--- src/rtl/reg_cmd_ctrl.sv ---
// Byte-command register controller: 0xAA addr data -> register write, 0xBB addr -> register read
// whose data is returned as one TX byte. All outputs registered; errors reported as a one-cycle CMD_ERR pulse.
module reg_cmd_ctrl #(
  parameter int WIDTH   = 8,
  parameter int ADDR    = 4,
  parameter int TIMEOUT = 15
) (
  input  logic             CLK,
  input  logic             RST,
  input  logic [WIDTH-1:0] RX_P_DATA,
  input  logic             RX_D_VLD,
  input  logic [WIDTH-1:0] RdData,
  input  logic             RdData_VLD,
  input  logic             TX_BUSY,
  output logic             WrEn,
  output logic             RdEn,
  output logic [ADDR-1:0]  Address,
  output logic [WIDTH-1:0] WrData,
  output logic [WIDTH-1:0] TX_P_DATA,
  output logic             TX_D_VLD,
  output logic             CMD_ERR
);

  localparam int CW = $clog2(TIMEOUT + 1);

  typedef enum logic [2:0] {
    IDLE,
    WR_ADDR,
    WR_DATA,
    RD_ADDR,
    RD_WAIT,
    TX_SEND
  } state_t;

  state_t           state_q;
  logic [CW-1:0]    cnt_q;
  logic             wr_en_q;
  logic             rd_en_q;
  logic [ADDR-1:0]  addr_q;
  logic [WIDTH-1:0] wr_data_q;
  logic [WIDTH-1:0] tx_data_q;
  logic             tx_vld_q;
  logic             err_q;

  logic addr_ok;
  assign addr_ok = (RX_P_DATA[WIDTH-1:ADDR] == '0);

  always_ff @(posedge CLK) begin
    if (RST) begin
      state_q   <= IDLE;
      cnt_q     <= '0;
      wr_en_q   <= 1'b0;
      rd_en_q   <= 1'b0;
      addr_q    <= '0;
      wr_data_q <= '0;
      tx_data_q <= '0;
      tx_vld_q  <= 1'b0;
      err_q     <= 1'b0;
    end else begin
      wr_en_q  <= 1'b0;
      rd_en_q  <= 1'b0;
      tx_vld_q <= 1'b0;
      err_q    <= 1'b0;
      case (state_q)
        IDLE: begin
          if (RX_D_VLD) begin
            if (RX_P_DATA == WIDTH'(8'hAA))      state_q <= WR_ADDR;
            else if (RX_P_DATA == WIDTH'(8'hBB)) state_q <= RD_ADDR;
            else                                 err_q   <= 1'b1;
          end
        end
        WR_ADDR, RD_ADDR: begin
          if (RX_D_VLD) begin
            if (addr_ok) begin
              addr_q <= RX_P_DATA[ADDR-1:0];
              if (state_q == WR_ADDR) begin
                state_q <= WR_DATA;
              end else begin
                rd_en_q <= 1'b1;
                cnt_q   <= '0;
                state_q <= RD_WAIT;
              end
            end else begin
              err_q   <= 1'b1;
              state_q <= IDLE;
            end
          end
        end
        WR_DATA: begin
          if (RX_D_VLD) begin
            wr_data_q <= RX_P_DATA;
            wr_en_q   <= 1'b1;
            state_q   <= IDLE;
          end
        end
        RD_WAIT: begin
          if (RX_D_VLD) err_q <= 1'b1;
          // Returning data takes priority over a timeout landing in the same cycle.
          if (RdData_VLD) begin
            tx_data_q <= RdData;
            state_q   <= TX_SEND;
          end else if (cnt_q == CW'(TIMEOUT - 1)) begin
            err_q   <= 1'b1;
            state_q <= IDLE;
          end else begin
            cnt_q <= cnt_q + 1'b1;
          end
        end
        TX_SEND: begin
          if (RX_D_VLD) err_q <= 1'b1;
          if (!TX_BUSY) begin
            tx_vld_q <= 1'b1;
            state_q  <= IDLE;
          end
        end
        default: state_q <= IDLE;
      endcase
    end
  end

  assign WrEn      = wr_en_q;
  assign RdEn      = rd_en_q;
  assign Address   = addr_q;
  assign WrData    = wr_data_q;
  assign TX_P_DATA = tx_data_q;
  assign TX_D_VLD  = tx_vld_q;
  assign CMD_ERR   = err_q;

endmodule

--- config.mk ---
export PLATFORM = sky130hd
export DESIGN_NAME = reg_cmd_ctrl
export DESIGN_NICKNAME = d
export VERILOG_FILES = /design/src/rtl/reg_cmd_ctrl.sv
export SDC_FILE = /design/constraint.sdc
export NUM_CORES = 1
export LEC_CHECK = 0
export CORE_UTILIZATION = 47
export CTS_BUF_LIST = sky130_fd_sc_hd__clkbuf_2
export CTS_CLUSTER_SIZE = 16
export DETAILED_ROUTE_END_ITERATION = 7
export MAX_ROUTING_LAYER = met4
export PLACE_DENSITY = 0.82
export SYNTH_ARGS = -nofsm -noshare
export SYNTH_HDL_FRONTEND = slang
export SYNTH_SLANG_ARGS = --single-unit
--- constraint.sdc ---
create_clock -name CLK -period 1.7 [get_ports CLK]
set_input_delay 0.255 -clock CLK [delete_from_list [all_inputs] [get_ports CLK]]
set_output_delay 0.255 -clock CLK [all_outputs]
set_load 0.05 [all_outputs]
==> impl_metrics.py <==
metrics = {
    "clock_tree": {
        "tritoncts": "done",
        "cts_root_buf": "clkbuf_2",
        "clockBufferDepth": 2,
        "htree_levels": 2,
        "clk_pin_slew_ps": 150,
        "clk_latency_ps": 380,
        "cts_setup_buffers": 0,
        "postCtsHoldBufs": 0,
        "clock-sinks": 31,
        "cts_made_buffers": 5,
    },
    "synthesis": {
        "synth_top_cell_by_area": "dfxtp_1",
        "ys_warn_count": 0,
        "synth.avg_cell_area_um2": 8.43,
        "yosysTopAreaCellShare_pct": 45.5,
        "yosysMostFrequentCell": "nand2_1",
        "syn_area_mm2": 0.00137,
        "yosys-top-cells-area": "dfxtp_1 45%, nand2_1 9.9%, a21oi_1 8.1%",
        "synthDistinctLibCells": 40,
        "synth_common_cells": "36 x nand2_1, 31 x dfxtp_1, 22 x a21oi_1, 10 x nor2_1, 6 x clkbuf_1",
        "synth-seq-cells": 31,
        "synth-async-reset-ratio_pct": 0,
        "syn_nets": 185,
        "synth_edf_count": 0,
        "yosys_most_used_dff": "dfxtp_1",
        "syn_inst": 162,
        "ys_seq_area_share_pct": 45.5,
    },
    "sta": {
        "tightest_slew_ps": 483,
        "finalCriticalPeriod_ps": 1610,
        "relSlewSlack_pct": 67.9,
        "drv_slew": 0,
        "fin_skew_ps": 7.84,
        "tns_ps": 0,
        "setup_violations": 0,
        "hold_viol_final": 0,
        "period_share_pct": 95.0,
        "worst_hold_slack_ps": 415,
        "fmax_mhz": 619,
    },
    "floorplanning": {
        "ios": 45,
        "chipHeight_um": 55.9,
        "die_width_um": 55.9,
        "coreArea_mm2": 0.00276,
        "fp.dieArea_mm2": 0.00312,
        "start_util_pct": 49.5,
        "row_count": 19,
    },
    "final_layout": {
        "drive_gt1_share_pct": 26.6,
        "post-route-util_pct": 72.5,
        "finalInstanceArea_mm2": 0.00200,
        "final.fill_count": 214,
        "diodes": 0,
        "area_growth_pct": 46.5,
        "nNetsFinal": 251,
    },
    "worst_setup_path": {
        "crit_fanout": 5,
        "crit_path_top_delay_cell": "dfxtp_1",
        "worst_ep_arrival_time_ps": 1910,
        "path_cells": "ha_1, nand3_2, and3_1, or2_1, o41ai_2",
        "max_stage_delay_ps": 430,
        "critical_path_class": "register to register",
        "start_kind": "register",
        "critPathRequiredTime_ps": 1990,
        "critPathCaptureType": "register",
    },
    "route": {
        "ant_nets": 0,
        "drt_pre_antenna_iters": 4,
        "postRouteWirelength_mm": 3.33,
        "dr_total_vias": 1397,
        "via_per_inst": 5.37,
        "avgRoutedWirePerCell_um": 12.8,
        "remaining_drc_errors": 0,
        "drt_iter0_markers": 58,
    },
    "power": {
        "p_leak_nw": 0.844,
        "ir_drop_mv": 0.750,
        "power_density_mw_per_mm2": 678,
        "power.total_mw": 1.36,
    },
    "grt": {
        "grt_max_degree": 17,
        "grt_util_all_layers_pct": 23.3,
        "grt_pass1_vias": 1347,
        "overflow": 0,
        "antenna_found_initial": 0,
        "grt_pass1_wl_mm": 5.58,
    },
    "run_status": {
        "outcome": "complete, no violations",
    },
    "min_path": {
        "worstHoldPathType": "input port to register",
    },
    "placement": {
        "io_buffers": 44,
        "hpwlAfterDp_mm": 2.53,
        "gp_congestion": 0.849,
        "place_area_mm2": 0.00192,
    },
    "run": {
        "drv_cap": 0,
    },
}
## sequential cells by signal, indices dropped and copies added, names as in the netlist
name and flops:
Address 4, CMD_ERR 1, RdEn 1, TX_D_VLD 1
TX_P_DATA 8, WrData 8, WrEn 1, cnt_q 4
state_q 3
## cells in the final DEF, fill, tap and decap left out, types with 2 or more instances in the layout
master,count
nor2b_1,4
or3_1,2
clkdlybuf4s50_1,20
nor2_1,10
mux2i_1,4
o31ai_1,3
nor3_1,4
a211oi_1,2
dfxtp_1,29
nand2b_1,2
nand2_1,36
o21ai_0,4
a21oi_1,22
dfxtp_2,2
ha_1,2
clkbuf_2,5
a311oi_1,2
buf_4,47
nand3_1,2
## path summary, 6_finish.rpt
kind / from / end / slack (ps) / cells past startpoint
worst max-delay path: cnt_q[1] / state_q[0] / 90 / 5
worst min-delay path: RdData[4] / TX_P_DATA[4] / 420 / 3
worst max register to register: cnt_q[1] / state_q[0] / 90 / 5
worst min register to register: TX_P_DATA[1] / TX_P_DATA[1] / 470 / 2
## metal layers
layer  track usage [%]  vias to the layer above  routed length, µm
li1                  -                      701                  -
met1              24.5                      640               1410
met2              39.9                       45               1690
met3              7.21                       11                194
met4              10.8                        0                 46
met5                 -                        -                  0
## worst max-delay path, delay by kind of cell (launching register included)
family                   cells  cell delay, ps
adder cells (fa/ha/maj)      1             200
AO/OA/AOI/OAI                1             270
AND/OR/NAND/NOR              3             630
flip-flops                   1             430
## metrics by stage
stage	cells	worst slack, ps
floorplan	162	165
global placement	252	-201
detailed placement	252	-262
CTS	260	36.5
global route	260	-8.91
finish	260	85.4
## logic make-up (layout without fill, tap and decap cells)
group                    Yosys count  in the layout  share of synthesized area (%)
AND/OR/NAND/NOR                   73             73                           26.9
AO/OA/AOI/OAI                     41             41                           18.8
buffers and inverters             10             77                           3.48
XOR/XNOR                           1              1                          0.642
adder cells (fa/ha/maj)            2              2                           1.83
flip-flops                        31             31                           45.5
multiplexers                       4              4                           2.93
## layout make-up
cell class / count / area, µm² / area share (%)
clock buffer: 5 / 25.0 / 1.25
clock inverter: 3 / 38.8 / 1.94
inverter: 1 / 3.75 / 0.188
multi-input combinational: 121 / 708 / 35.4
sequential: 31 / 623 / 31.2
tap: 31 / 38.8 / 1.94
timing repair buffer: 68 / 562 / 28.1
## power breakdown
part / internal (mW) / switching (mW)
sequential: 0.730 / 0.00220
clock: 0.242 / 0.255
combinational: 0.0725 / 0.0539
total: 1.04 / 0.311
## timing repair
item	in CTS	in global routing
pin swaps	0	1
endpoints found under the setup margin	1	3
resized for setup	1	4
gates cloned	0	0
Note: power is estimated with default switching activity, not from simulation.
